$ cat src/rtl/sparc_rf_pkg.sv
// Shared types and widths for the register-file write path.
package sparc_rf_pkg;

    localparam int unsigned REG_W  = 5;
    localparam int unsigned DATA_W = 32;
    localparam int unsigned NREG   = 2 ** REG_W;

    // One queued write-back request; 70 bits packed.
    typedef struct packed {
        logic [REG_W-1:0]  rd;
        logic              dbl;
        logic [DATA_W-1:0] data_lo;
        logic [DATA_W-1:0] data_hi;
    } rf_wreq_t;

    localparam int unsigned WREQ_W = $bits(rf_wreq_t);

    typedef enum logic {
        S_LO = 1'b0,
        S_HI = 1'b1
    } seq_state_t;

    // Register of an even/odd pair selected by hi.
    function automatic logic [REG_W-1:0] pair_reg(input logic [REG_W-1:0] rd, input logic hi);
        return {rd[REG_W-1:1], hi};
    endfunction

endpackage

$ cat src/rtl/regfile_write_sequencer_if.sv
// Write-back request handshake between pipeline (master) and sequencer (slave).
interface regfile_write_sequencer_if;
    import sparc_rf_pkg::*;

    logic              req_valid;
    logic              req_ready;
    logic [REG_W-1:0]  req_rd;
    logic              req_dbl;
    logic [DATA_W-1:0] req_data_lo;
    logic [DATA_W-1:0] req_data_hi;

    modport master (
        output req_valid, req_rd, req_dbl, req_data_lo, req_data_hi,
        input  req_ready
    );

    modport slave (
        input  req_valid, req_rd, req_dbl, req_data_lo, req_data_hi,
        output req_ready
    );

endinterface

$ cat src/rtl/sync_fifo.sv
// Synchronous FIFO with occupancy count and a view of every slot for snooping.
module sync_fifo #(
    parameter  int unsigned WIDTH = 70,
    parameter  int unsigned DEPTH = 4,
    localparam int unsigned PTR_W = $clog2(DEPTH),
    localparam int unsigned CNT_W = PTR_W + 1
) (
    input  logic                        clk_i,
    input  logic                        clr_i,
    input  logic                        push_i,
    input  logic [WIDTH-1:0]            din_i,
    input  logic                        pop_i,
    output logic [WIDTH-1:0]            dout_o,
    output logic [CNT_W-1:0]            count_o,
    output logic                        full_o,
    output logic                        empty_o,
    output logic [DEPTH-1:0][WIDTH-1:0] slots_o,
    output logic [DEPTH-1:0]            valid_o
);

    logic [WIDTH-1:0] mem_q [DEPTH];
    logic [PTR_W-1:0] wr_ptr_q, rd_ptr_q;
    logic [CNT_W-1:0] count_q;
    logic             do_push, do_pop;

    assign full_o  = (count_q == CNT_W'(DEPTH));
    assign empty_o = (count_q == CNT_W'(0));
    assign do_push = push_i && !full_o;
    assign do_pop  = pop_i && !empty_o;
    assign dout_o  = mem_q[rd_ptr_q];
    assign count_o = count_q;

    // Storage array; contents are only meaningful where valid_o is set.
    always_ff @(posedge clk_i) begin
        if (do_push) begin
            mem_q[wr_ptr_q] <= din_i;
        end
    end

    // Pointers and occupancy; pointers wrap naturally since DEPTH is a power of two.
    always_ff @(posedge clk_i) begin
        if (clr_i) begin
            wr_ptr_q <= '0;
            rd_ptr_q <= '0;
            count_q  <= '0;
        end else begin
            if (do_push) wr_ptr_q <= wr_ptr_q + PTR_W'(1);
            if (do_pop)  rd_ptr_q <= rd_ptr_q + PTR_W'(1);
            case ({do_push, do_pop})
                2'b10:   count_q <= count_q + CNT_W'(1);
                2'b01:   count_q <= count_q - CNT_W'(1);
                default: count_q <= count_q;
            endcase
        end
    end

    // A slot is live when its distance from the read pointer is below the count.
    always_comb begin
        for (int i = 0; i < int'(DEPTH); i++) begin
            slots_o[i] = mem_q[i];
            valid_o[i] = ({1'b0, PTR_W'(PTR_W'(i) - rd_ptr_q)} < count_q);
        end
    end

endmodule

$ cat src/rtl/regfile_write_sequencer.sv
// Buffers write-backs, splits doubles into even/odd writes, drives PW/RW/LE and busy.
module regfile_write_sequencer
    import sparc_rf_pkg::*;
#(
    parameter int unsigned DEPTH = 4
) (
    input  logic                      Clk,
    input  logic                      Clr,
    regfile_write_sequencer_if.slave  req,
    output logic [DATA_W-1:0]         PW,
    output logic [REG_W-1:0]          RW,
    output logic                      LE,
    output logic [NREG-1:0]           busy,
    output logic                      empty
);

    localparam int unsigned CNT_W = $clog2(DEPTH) + 1;

    seq_state_t                      state_q, state_d;
    logic [DATA_W-1:0]               pw_q, pw_d;
    logic [REG_W-1:0]                rw_q, rw_d;
    logic                            le_q, le_d;

    logic                            push, pop;
    logic                            fifo_full, fifo_empty;
    logic [CNT_W-1:0]                fifo_count;
    logic [WREQ_W-1:0]               fifo_dout;
    logic [DEPTH-1:0][WREQ_W-1:0]    fifo_slots;
    logic [DEPTH-1:0]                fifo_valid;
    rf_wreq_t                        head;
    rf_wreq_t                        push_req;
    rf_wreq_t                        slot_e;

    assign req.req_ready = !fifo_full && !Clr;
    assign push          = req.req_valid && req.req_ready;
    assign push_req      = '{rd: req.req_rd, dbl: req.req_dbl,
                             data_lo: req.req_data_lo, data_hi: req.req_data_hi};
    assign head          = rf_wreq_t'(fifo_dout);

    sync_fifo #(
        .WIDTH (WREQ_W),
        .DEPTH (DEPTH)
    ) u_fifo (
        .clk_i   (Clk),
        .clr_i   (Clr),
        .push_i  (push),
        .din_i   (push_req),
        .pop_i   (pop),
        .dout_o  (fifo_dout),
        .count_o (fifo_count),
        .full_o  (fifo_full),
        .empty_o (fifo_empty),
        .slots_o (fifo_slots),
        .valid_o (fifo_valid)
    );

    // State and write-port registers; reset drops any half-done double.
    always_ff @(posedge Clk) begin
        if (Clr) begin
            state_q <= S_LO;
            pw_q    <= '0;
            rw_q    <= '0;
            le_q    <= 1'b0;
        end else begin
            state_q <= state_d;
            pw_q    <= pw_d;
            rw_q    <= rw_d;
            le_q    <= le_d;
        end
    end

    // Next-state: one port slot per cycle; a double holds its entry for two slots.
    always_comb begin
        state_d = state_q;
        pw_d    = pw_q;
        rw_d    = rw_q;
        le_d    = 1'b0;
        pop     = 1'b0;
        case (state_q)
            S_LO: begin
                if (!fifo_empty) begin
                    pw_d = head.data_lo;
                    if (head.dbl) begin
                        rw_d    = pair_reg(head.rd, 1'b0);
                        state_d = S_HI;
                    end else begin
                        rw_d = head.rd;
                        pop  = 1'b1;
                    end
                    le_d = (rw_d != REG_W'(0));
                end
            end
            S_HI: begin
                rw_d    = pair_reg(head.rd, 1'b1);
                pw_d    = head.data_hi;
                le_d    = 1'b1;
                pop     = 1'b1;
                state_d = S_LO;
            end
            default: state_d = S_LO;
        endcase
    end

    // Pending-write bitmap: every queued target plus the register on the port.
    always_comb begin
        busy   = '0;
        slot_e = '0;
        for (int i = 0; i < int'(DEPTH); i++) begin
            slot_e = rf_wreq_t'(fifo_slots[i]);
            if (fifo_valid[i]) begin
                if (slot_e.dbl) begin
                    busy[pair_reg(slot_e.rd, 1'b0)] = 1'b1;
                    busy[pair_reg(slot_e.rd, 1'b1)] = 1'b1;
                end else begin
                    busy[slot_e.rd] = 1'b1;
                end
            end
        end
        if (le_q) busy[rw_q] = 1'b1;
        busy[0] = 1'b0;
    end

    assign PW    = pw_q;
    assign RW    = rw_q;
    assign LE    = le_q;
    assign empty = (fifo_count == CNT_W'(0)) && !le_q;

endmodule
$ cat src/flat_wrapper.sv
// flat-port wrapper written by rule: the top's interface ports become plain ports
module regfile_write_sequencer_flat import sparc_rf_pkg::*;
#(
    parameter int unsigned DEPTH = 4
)
  (Clk, Clr, PW, RW, LE, busy, empty, req_req_valid, req_req_rd, req_req_dbl, req_req_data_lo, req_req_data_hi, req_req_ready);
  regfile_write_sequencer_if req_i ();
  input  logic Clk;
  input  logic Clr;
  output logic [DATA_W-1:0] PW;
  output logic [REG_W-1:0] RW;
  output logic LE;
  output logic [NREG-1:0] busy;
  output logic empty;
  input wire logic [$bits(req_i.req_valid)-1:0] req_req_valid;
  input wire logic [$bits(req_i.req_rd)-1:0] req_req_rd;
  input wire logic [$bits(req_i.req_dbl)-1:0] req_req_dbl;
  input wire logic [$bits(req_i.req_data_lo)-1:0] req_req_data_lo;
  input wire logic [$bits(req_i.req_data_hi)-1:0] req_req_data_hi;
  output wire logic [$bits(req_i.req_ready)-1:0] req_req_ready;
  assign req_i.req_valid = req_req_valid;
  assign req_i.req_rd = req_req_rd;
  assign req_i.req_dbl = req_req_dbl;
  assign req_i.req_data_lo = req_req_data_lo;
  assign req_i.req_data_hi = req_req_data_hi;
  assign req_req_ready = req_i.req_ready;
  regfile_write_sequencer #(.DEPTH(DEPTH)) u_core (.Clk(Clk), .Clr(Clr), .req(req_i), .PW(PW), .RW(RW), .LE(LE), .busy(busy), .empty(empty));
endmodule
$ cat config.mk
export PLATFORM = sky130hd
export DESIGN_NAME = regfile_write_sequencer_flat
export DESIGN_NICKNAME = d
export VERILOG_FILES = /design/src/rtl/sparc_rf_pkg.sv /design/src/rtl/regfile_write_sequencer_if.sv /design/src/rtl/sync_fifo.sv /design/src/rtl/regfile_write_sequencer.sv /design/src/flat_wrapper.sv
export SDC_FILE = /design/constraint.sdc
export NUM_CORES = 1
export LEC_CHECK = 0
export ABC_AREA = 1
export CORE_ASPECT_RATIO = 0.75
export CORE_MARGIN = 2
export CORE_UTILIZATION = 55
export DETAILED_ROUTE_END_ITERATION = 6
export PLACE_DENSITY_LB_ADDON = 0.1
export SLEW_MARGIN = 20
export SYNTH_ARGS = -nofsm -noshare
export SYNTH_HDL_FRONTEND = slang
export SYNTH_HIERARCHICAL = 1
export SYNTH_SLANG_ARGS = --single-unit
$ cat constraint.sdc
create_clock -name Clk -period 17.5 [get_ports Clk]
set_clock_uncertainty 0.15 [all_clocks]
set_input_delay 4.375 -clock Clk [delete_from_list [all_inputs] [get_ports Clk]]
set_output_delay 4.375 -clock Clk [all_outputs]
set_load 0.005 [all_outputs]
==> metrics.md <==
| Metric | Value |
|---|---|
| Ys flop type | `edfxtp_1` |
| Yosys cell types | `36` |
| Reg clk slew, reported paths | `0.06 ns` |
| RePlAce Congestion | `0.985` |
| Overflow after GRT | `0` |
| Post-layout util | `0.657` |
| Setup TNS | `0 ns` |
| Max cap viols | `0` |
| P&R area growth vs syn | `16.8%` |
| Final slew viol count | `0` |
| Compound-cell area share of the yosys netlist | `0.107` |
| PostCTS Resize Cnt | `0` |
| CP arrival | `5.79 ns` |
| CP Class | `in2out` |
| Std-Cell Core Area | `27100 µm²` |
| Status | `finished clean` |
| I/O Buffers | `143` |
| Die width | `196 µm` |
| Crit path capture type | `output pin` |
| Largest family of logic cells by synthesized area | `simple AND/OR/NAND/NOR gates` |
| Inst Count DP | `1932` |
| Relative slew slack | `0.322` |
| Site Rows | `52` |
| Crit path from | `Clr` |
| Clk root buf | `clkbuf_16` |
| Setup bufs post-CTS | `0` |
| Hold path start | `u_core/PW[24]$_SDFFE_PP0P_` |
| Gate Count Post-Synth | `1493` |
| RSZ-0062 raised after global routing | `no` |
| Global-route wire length before repair | `59900 µm` |
| DRC | `0` |
| Routed WL | `39700 µm` |
| Register Area | `9380 µm²` |
| Async SR Flop Fraction | `0` |
| Total power | `2.81 mW` |
| Vias | `11187` |
| Yosys reg bits | `328` |
| Tightest Pin Transition | `1.02 ns` |
| Clock period minus worst slack | `10.32 ns` |
| Hold Slack | `0.341 ns` |
| Final Non-Filler Cells | `1991` |
| DR WL/cell | `19.9 µm` |
| Post-Synth Simple-Gate Area | `0.213` |
| Hold Crit Class | `reg2reg` |
| Die height | `148 µm` |
| Cell Pwr Density | `158 nW/µm²` |
| XOR/XNOR Fraction of Synth Area | `0` |
| Ports | `145` |
| TritonCTS clock tree | `done` |
| CTS Buffer Depth | `3` |
| Footprint of the multi-input gates | `5050 µm²` |
| Final period util | `0.590` |
| Synth Cell Area | `15300 µm²` |
| Peak supply drop | `0.112 mV` |
| Syn Nets | `1576` |
| Share of layout cells above drive strength 1 | `0.102` |
| Hold Vio Cnt, Final | `0` |
| Post-synthesis mux area share | `0` |
| Hold Buf Count CTS | `0` |
| DRT Pass-1 Iters | `5` |
| H-Tree Depth | `1` |
| Final setup fails | `0` |
| Detailed Place HPWL | `25800 µm` |
| Yosys warnings | `6` |
| Post-route cell area | `17800 µm²` |
| Final WS setup | `7.18 ns` |
| Post-Synth Adder-Cell Area | `0.00869` |
| CTS Buf Count | `30` |
| Syn Area/Cell | `10.2 µm²` |
| Skew-Pair Late Insertion Delay | `0.55 ns` |
| CP required | `12.98 ns` |
| Critical path peak fanout | `12` |
| Register area share after synthesis | `0.614` |
| Initial antenna violation count | `1` |
| Worst R2R Path Depth | `15` |
| Layout fillers | `2128` |
| CP startpoint kind | `primary input` |
| Post-Place Cell Area | `16800 µm²` |
| Initial Util | `0.562` |
| FMAX | `96.9 MHz` |
| Layout Nets | `1697` |
| Total die area | `29100 µm²` |
| Hold Crit Depth | `2` |
| Vias in the first global route | `10198` |
| Tot GR Track Use | `0.270` |
| Initial DRC count | `1107` |
| DP Worst Slack | `7.16 ns` |
| Clock sinks | `328` |
| Static leakage | `6.61 nW` |
| Routed Antenna Nets | `0` |
| Vias per inst | `5.62` |
| Post-synth EDFFs | `280` |
| Largest net degree at the start of global routing | `86` |
==> routing by layer <==
metal  part of all wire  wire length [µm]  global-route usage  vias to the layer above
li1                   -                 -                   -                     5322
met2               0.42             16800               0.384                      487
met4              0.015               579              0.0504                        0
met1               0.46             18400               0.433                     5337
met5                  0                 0                   0                        -
met3              0.097              3870              0.0533                       41
==> cells in the mapped netlist (all sizes together) (4+ instances only) <==
library cell	count	area share
a21oi	21	0.0074
a31oi	7	0.0029
buf	43	0.025
clkbuf	22	0.0054
dfxtp	48	0.063
edfxtp	280	0.55
ha	9	0.0074
inv	105	0.026
nand2	325	0.081
nand3	70	0.023
nand3b	4	0.0020
nor2	313	0.099
nor3	13	0.0043
o21ai	153	0.051
o22ai	70	0.045
==> flip-flops by register name, indices dropped and copies added (netlist names), named ones only <==
| signal | flops |
|---|---|
| u_core/LE | 1 |
| u_core/PW | 32 |
| u_core/RW | 5 |
| u_core/state_q | 1 |
| u_core/u_fifo/count_o | 3 |
| u_core/u_fifo/mem_q | 280 |
| u_core/u_fifo/rd_ptr_q | 2 |
| u_core/u_fifo/wr_ptr_q | 2 |
==> power by group <==
group          leakage (nW)  switching, mW  total [mW]  internal [mW]
Combinational          3.17          0.723        1.12          0.398
Sequential             2.94         0.0884        1.03          0.939
Clock                 0.495          0.270       0.660          0.391
Total                  6.61           1.08        2.81           1.73
==> cell type report <==
cell class | count | share of cell area
multi-input combinational | 995 | 0.283
sequential | 328 | 0.526
inverter | 105 | 0.0227
clock buffer | 47 | 0.0497
clock inverter | 9 | 0.00688
tap | 351 | 0.0247
timing repair buffer | 154 | 0.0861
antenna | 2 | 0.000281
==> path summary, 6_finish.rpt <==
check / endpoint / slack (ns)
worst max-delay path: req_req_ready / 7.18
worst min-delay path: u_core/PW[24]$_SDFFE_PP0P_ / 0.34
worst max register to register: u_core/u_fifo/count_o[2]$_SDFFE_PP0P_ / 13.64
worst min register to register: u_core/PW[24]$_SDFFE_PP0P_ / 0.34
==> cells by family (layout without fill, tap and decap cells) <==
group,after synthesis,count (layout)
compound gates,252,252
flops,328,328
buf+inv,170,315
fa+ha+maj,10,10
simple gates,732,732
other cells,1,3
==> worst max-delay path: stages <==
cell and delay (ns):
clkdlybuf4s50_1 0.70, nor2_1 0.19, clkdlybuf4s50_1 0.52
==> cells in the final DEF, fill, tap and decap left out, types with 2 or more instances in the layout <==
cell             count
nand3_1             70
dfxtp_2              2
nand2_2              8
edfxtp_1           280
or2_1                2
a21oi_1             19
o21ai_0            117
clkdlybuf4s50_1    143
a21oi_2              2
nand3b_1             4
dfxtp_1             45
diode_2              2
o21ai_2              5
ha_1                 9
clkbuf_16           31
nor3_1              13
nor2_1             264
nor2_4              49
nor4_1               2
o21ai_1             31
clkbuf_8             5
o22ai_2             40
inv_4                2
nand2_1            317
buf_4               10
clkinv_2             4
clkbuf_1            11
o22ai_1             30
a31oi_1              7
bufinv_16            3
inv_1              101
Note: power is estimated with default switching activity, not from simulation.
